**config.mk**
```make
export PLATFORM = sky130hd
export DESIGN_NAME = seq_alu
export DESIGN_NICKNAME = d
export VERILOG_FILES = /design/src/rtl/seq_alu.sv
export SDC_FILE = /design/constraint.sdc
export NUM_CORES = 1
export LEC_CHECK = 0
export CAP_MARGIN = 20
export CORE_MARGIN = 1.5
export CORE_UTILIZATION = 40
export DETAILED_ROUTE_END_ITERATION = 7
export SLEW_MARGIN = 10
export SYNTH_ARGS = -nofsm -noshare
export SYNTH_HDL_FRONTEND = slang
export SYNTH_SLANG_ARGS = --single-unit
```
**constraint.sdc**
```tcl
create_clock -name clk -period 11.5 [get_ports clk]
set_input_delay 1.15 -clock clk [delete_from_list [all_inputs] [get_ports clk]]
set_output_delay 1.15 -clock clk [all_outputs]
set_load 0.02 [all_outputs]
```
**src/rtl/seq_alu.sv**
```systemverilog
// Handshaked ALU responder: single-cycle logic/arithmetic ops, and shifts
// executed iteratively one bit position per clock.
module seq_alu #(
    parameter int n = 32
) (
    input  logic         clk,
    input  logic         rst_n,
    input  logic         in_valid,
    output logic         in_ready,
    input  logic [n-1:0] a,
    input  logic [n-1:0] b,
    input  logic [2:0]   alu_control,
    output logic         out_valid,
    input  logic         out_ready,
    output logic [n-1:0] result,
    output logic         zero
);
    localparam int lw = $clog2(n);

    typedef enum logic [1:0] {IDLE, SHIFT, DONE} state_t;

    state_t         state_reg, state_next;
    logic [n-1:0]   acc_reg, acc_next;
    logic [n-1:0]   result_reg, result_next;
    logic [lw-1:0]  cnt_reg, cnt_next;
    logic           sra_reg, sra_next;
    logic [n-1:0]   sll_step, sra_step, shift_step;

    // One-position shift of the accumulator in both directions.
    genvar gi;
    generate
        for (gi = 0; gi < n; gi++) begin : g_step
            if (gi == 0) begin : g_lsb
                assign sll_step[gi] = 1'b0;
            end else begin : g_sll
                assign sll_step[gi] = acc_reg[gi-1];
            end
            if (gi == n - 1) begin : g_msb
                assign sra_step[gi] = acc_reg[n-1];
            end else begin : g_sra
                assign sra_step[gi] = acc_reg[gi+1];
            end
        end
    endgenerate

    assign shift_step = sra_reg ? sra_step : sll_step;

    always_ff @(posedge clk) begin
        if (!rst_n) begin
            state_reg  <= IDLE;
            acc_reg    <= '0;
            result_reg <= '0;
            cnt_reg    <= '0;
            sra_reg    <= 1'b0;
        end else begin
            state_reg  <= state_next;
            acc_reg    <= acc_next;
            result_reg <= result_next;
            cnt_reg    <= cnt_next;
            sra_reg    <= sra_next;
        end
    end

    always_comb begin
        state_next  = state_reg;
        acc_next    = acc_reg;
        result_next = result_reg;
        cnt_next    = cnt_reg;
        sra_next    = sra_reg;
        case (state_reg)
            IDLE: begin
                if (in_valid) begin
                    state_next = DONE;
                    case (alu_control)
                        3'b000: result_next = a + b;
                        3'b001: result_next = a - b;
                        3'b010: result_next = a & b;
                        3'b011: result_next = a | b;
                        3'b100: result_next = a ^ b;
                        3'b101: result_next = ~(a | b);
                        default: begin
                            acc_next = b;
                            cnt_next = a[lw-1:0];
                            sra_next = alu_control[0];
                            // A zero-length shift completes like a logic op.
                            if (a[lw-1:0] == '0) begin
                                result_next = b;
                            end else begin
                                state_next = SHIFT;
                            end
                        end
                    endcase
                end
            end
            SHIFT: begin
                acc_next = shift_step;
                cnt_next = cnt_reg - lw'(1);
                if (cnt_reg == lw'(1)) begin
                    result_next = shift_step;
                    state_next  = DONE;
                end
            end
            DONE: begin
                if (out_ready) begin
                    state_next = IDLE;
                end
            end
            default: state_next = IDLE;
        endcase
    end

    assign in_ready  = (state_reg == IDLE);
    assign out_valid = (state_reg == DONE);
    assign result    = result_reg;
    assign zero      = (result_reg == '0);
endmodule

```
**Yosys cells after proc, flatten, opt, wreduce, memory -nomap -nowiden**

Index checks and enable logic that the tools add are counted.
W data, S select, Z words.

- Logic and storage cells: 54
- Output and inout bits: 35
- Bits of input ports: 71
- Bits in registers: 72

- Bitwise logic cells: 5
- Muxes and demuxes: 18
- Reductions and logical operators: 10
- Equality and inequality tests: 13
- Add/subtract/negate cells: 3

Operators with widths:

| cell | count |
|---|---|
| $mux W32 | 6 |
| $pmux W32 S6 | 1 |
| $pmux W32 S2 | 2 |
| $add A32 B32 Y32 | 1 |
| $and A32 B32 Y32 | 1 |
| $logic_not A32 Y1 | 1 |
| $not A32 Y32 | 1 |
| $or A32 B32 Y32 | 1 |
| $sub A32 B32 Y32 | 1 |
| $xor A32 B32 Y32 | 1 |
| $mux W2 | 5 |
| $mux W5 | 2 |
| $pmux W5 S2 | 1 |
| $reduce_and A3 Y1 | 3 |
| $ne A8 B1 Y1 const B | 1 |
| $eq A3 B2 Y1 const B | 2 |
| $eq A3 B3 Y1 const B | 2 |
| $ne A2 B2 Y1 const B | 3 |
| $pmux W2 S3 | 1 |
| $reduce_or A6 Y1 | 1 |
| $eq A5 B1 Y1 const B | 1 |
| $logic_not A5 Y1 | 1 |
| $sub A5 B1 Y5 const B | 1 |
| $reduce_and A4 Y1 | 1 |
| 8 further kinds | 8 |

**Depth between registers and ports, before layout**

- Depth in word-level cells: 5
- Gate-level depth with buffers: 17
- Gate-level depth less buffers: 16

**Worst setup path before layout**

No wires, ideal clock.

- Path kind: input to register
- From: input port b[14]
- To: register result_reg[29] (netlist: result[29])
- Data required time: 11.377 ns
- Arrival time: 4.734 ns
- Stages on the path: 15
- Path slack: 6.643 ns
- Path through: or3_4 > or4_4 > or3_4 > or3_4 > o21ai_0 > xnor2_1 > ha_1 > a21oi_1 > o21ai_0 > a31oi_1 > nand3b_1 > o21ai_0 > xnor2_1 > a221oi_1 > nor2_1

- Word-level cells in the longest chain between the ends: 4
- Elaborated cells between the ends (all ways): 5
- Those cells by class: 2 x add/sub; 3 x mux

RTL lines:

| item | RTL line | RTL |
|---|---|---|
| start, declared | 11 | `input logic [n-1:0] b,` |
| $sub A32 B32 Y32 or $add A32 B32 Y32 (tied branches) | 76, 75 |  |
| $pmux W32 S6 (*) | 74 | `case (alu_control)` |
| $mux W32 (*) | 72 | `if (in_valid) begin` |
| $pmux W32 S2 (*) | 70 | `case (state_reg)` |
| end signal, assigned | 58 | `result_reg <= result_next;` |
| end, declared | 24 | `logic [n-1:0] result_reg, result_next;` |

Every way passes the cells marked *; elsewhere a longest branch is shown, timed or not. The select of a mux whose other input is x is not followed.
A chain may end at the register's enable or synchronous reset.

**Worst setup path in the final report**

Ends and elaborated chain as after synthesis.

==> impl_metrics.yaml <==
global_routing:
  grt_pass1_wl_mm: 49.0
  grt_busiest_layer: "met1"
  grt_use_met3: 0.0485
  met2_usage: 0.407
  grt_overflow: 0
  grt_usage: 0.292
  antenna_found_initial: 0
  grt_pass1_vias: 8065
  grtUsageMet1: 0.467
  grt_max_degree: 76
cells_and_area:
  n_antenna_cell: 0
  fin_area_mm2: 0.00980
  areaGrowthSynthToFinish_pct: 17.4
  drive_above_1_share: 0.0453
  final_util: 0.481
  layout.nets: 1402
drt:
  vias_per_cell: 5.94
  avgRoutedWirePerCell_um: 21.2
  antenna_left: 0
  drt_iter0_drc: 945
  via_count: 8944
  route.detailed.drc: 0
  finalWirelength_mm: 32.0
  firstDrtPassIters: 5
sta:
  fin_crit_ns: 5.62
  maxSlewViolCount: 0
  skew_ns: 0.00688
  tns_ns: 0
  holdWs_ns: 0.489
  setup_viol: 0
  tightest_slew_ns: 1.06
  max_slew_margin: 0.296
  period_share: 0.488
  hold_viol_final: 0
  max_freq_ghz: 0.178
  rsz0062_at_grt: "no"
power:
  switchingPower_uw: 389
  leakagePower_uw: 0.00396
  combPwrFrac: 0.446
  powerDensity_mw_per_mm2: 101
  switching_share: 0.392
  ir_drop_mv: 0.0647
  power.internal_uw: 602
  sequentialPowerShare: 0.292
  p_clk_frac: 0.262
synth:
  syn_nets: 1354
  synth_ff_type: "dfxtp_1"
  ys_seq_elements: 72
  synth_area_leader_cell: "dfxtp_1"
  yosysMostFrequentCell: "nand2_1"
  synth_cells: 1184
  synth-edff-count: 0
  synth.distinct_cells: 63
  synth_async_sr_flop_share: 0
  synth.avg_cell_area_um2: 7.05
  syn_area_mm2: 0.00834
  ys_seq_area_frac: 0.173
  yosysWarnings: 0
  synth_area_leaders: "dfxtp_1, ha_1, nand2_1"
  synthTopCellsByCount: "nand2_1, o21ai_0, ha_1"
  synth_top_area_frac: 0.173
worst_setup_path:
  cp_data_arrival_time_ns: 5.84
  cp-start-kind: "primary input"
  crit_start: "b[14]"
  endpoint_kind: "flip-flop"
  reg2reg_depth: 6
  r2r_slack_ns: 8.68
  cp.required_ns: 11.72
  r2r-start: "cnt_reg[0]"
  endpoint: "result[29]"
  reg2reg_to: "result[25]"
  crit_path_max_fanout: 8
  critical_path_class: "primary input to flip-flop"
placed_design:
  gp_congestion: 0.953
  dpl-instance-area_mm2: 0.00952
  port_buffers: 105
  dp_hpwl_mm: 24.1
outcome:
  outcome: "finished, final reports clean"
hold_path:
  hold_path_class: "flip-flop to flip-flop"
  holdPathStages: 2
clock_network:
  cts_resized: 0
  cts-root-buf: "clkbuf_16"
  clk_pin_slew_ns: 0.06
  cts_made_buffers: 9
  cts_setup_buffers: 0
  htreeDepth: 3
  clk_latency_ns: 0.33
  cts_sinks: 72
  holdBufCountCts: 0
  clock_path_buffers: 2
  cts_tree: "yes"
floorplan:
  core_area_mm2: 0.0204
  die_x_um: 147
  initial_core_util: 0.410
  die-area_mm2: 0.0217
  die_h_um: 147
  num_rows: 52
  ios: 106
run:
  drv_cap: 0
## kinds of logic after synthesis
family                     count (synthesis)  share of synthesized area
muxes                                     41                     0.0501
and+or+nand+nor                          361                      0.199
xor gates and xnor gates                  57                     0.0598
AOI/OAI and AO/OA                        394                      0.297
buffers and inverters                    160                     0.0724
adders and majority gates                 99                      0.149
DFF                                       72                      0.173
## power by group through the flow
| stage | registers [uW] | logic, uW | clock network (uW) |
|---|---|---|---|
| 6_report | 290 | 442 | 260 |
| 2_1_floorplan | 302 | 265 | 0 |
| 3_3_place_gp | 295 | 434 | 0 |
| 5_1_grt | 292 | 482 | 276 |
| 3_5_place_dp | 295 | 431 | 0 |
| 4_1_cts | 290 | 434 | 263 |
## routing by layer
layer / vias up / share of wire
met4: 0 / 0.010
met2: 381 / 0.40
met3: 25 / 0.086
met1: 4192 / 0.51
li1: 4346 / -
met5: - / 0
## stage by stage
step,cells,total power [uW],setup WS (ns)
2_1_floorplan,1184,568,6.64
3_3_place_gp,1491,728,5.67
3_5_place_dp,1491,726,5.60
4_1_cts,1506,986,5.93
5_1_grt,1506,1050,5.47
6_report,1506,991,5.88
## critical path: stages
cell,delay [ns]
clkdlybuf4s50_1,0.52
or3_4,0.45
or4_4,0.45
or3_4,0.38
or3_4,0.41
o21ai_0,0.21
xnor2_1,0.09
ha_1,0.39
a21oi_1,0.48
o21ai_0,0.30
a31oi_1,0.26
nand3b_1,0.09
o21ai_0,0.20
xnor2_1,0.09
a221oi_1,0.29
nor2_1,0.07
## final cells by class
| cell class | count | area [um^2] |
|---|---|---|
| Fill cell | 2127 | 10600 |
| Multi-Input combinational cell | 952 | 6310 |
| Sequential cell | 72 | 1440 |
| Timing Repair Buffer | 120 | 1150 |
| Tap cell | 270 | 338 |
| Inverter | 77 | 289 |
| Clock buffer | 12 | 256 |
| Clock inverter | 3 | 17.5 |
## placed cells by master (no fill, tap or decap), drive strengths merged, types with 14 or more instances in the layout
cell type and count:
nor3 14, ha 98, a31oi 23, nand2 180
a21oi 91, o22ai 30, and3 16, buf 18
nor2 70, o21ai 112, clkdlybuf4s50 102, mux2i 35
dfxtp 72, o211ai 31, xnor2 49, inv 77
o21a 19
## worst min path at each step
stage	from	endpoint	slack, ns
global route	acc_reg[13]	acc_reg[13]	0.51
detailed placement	cnt_reg[0]	cnt_reg[0]	0.48
floorplan	cnt_reg[0]	cnt_reg[0]	0.45
global placement	cnt_reg[0]	cnt_reg[0]	0.47
CTS	acc_reg[8]	acc_reg[8]	0.49
finish	result[1]	result[1]	0.49
No activity file was read; power rests on OpenSTA's default activity.
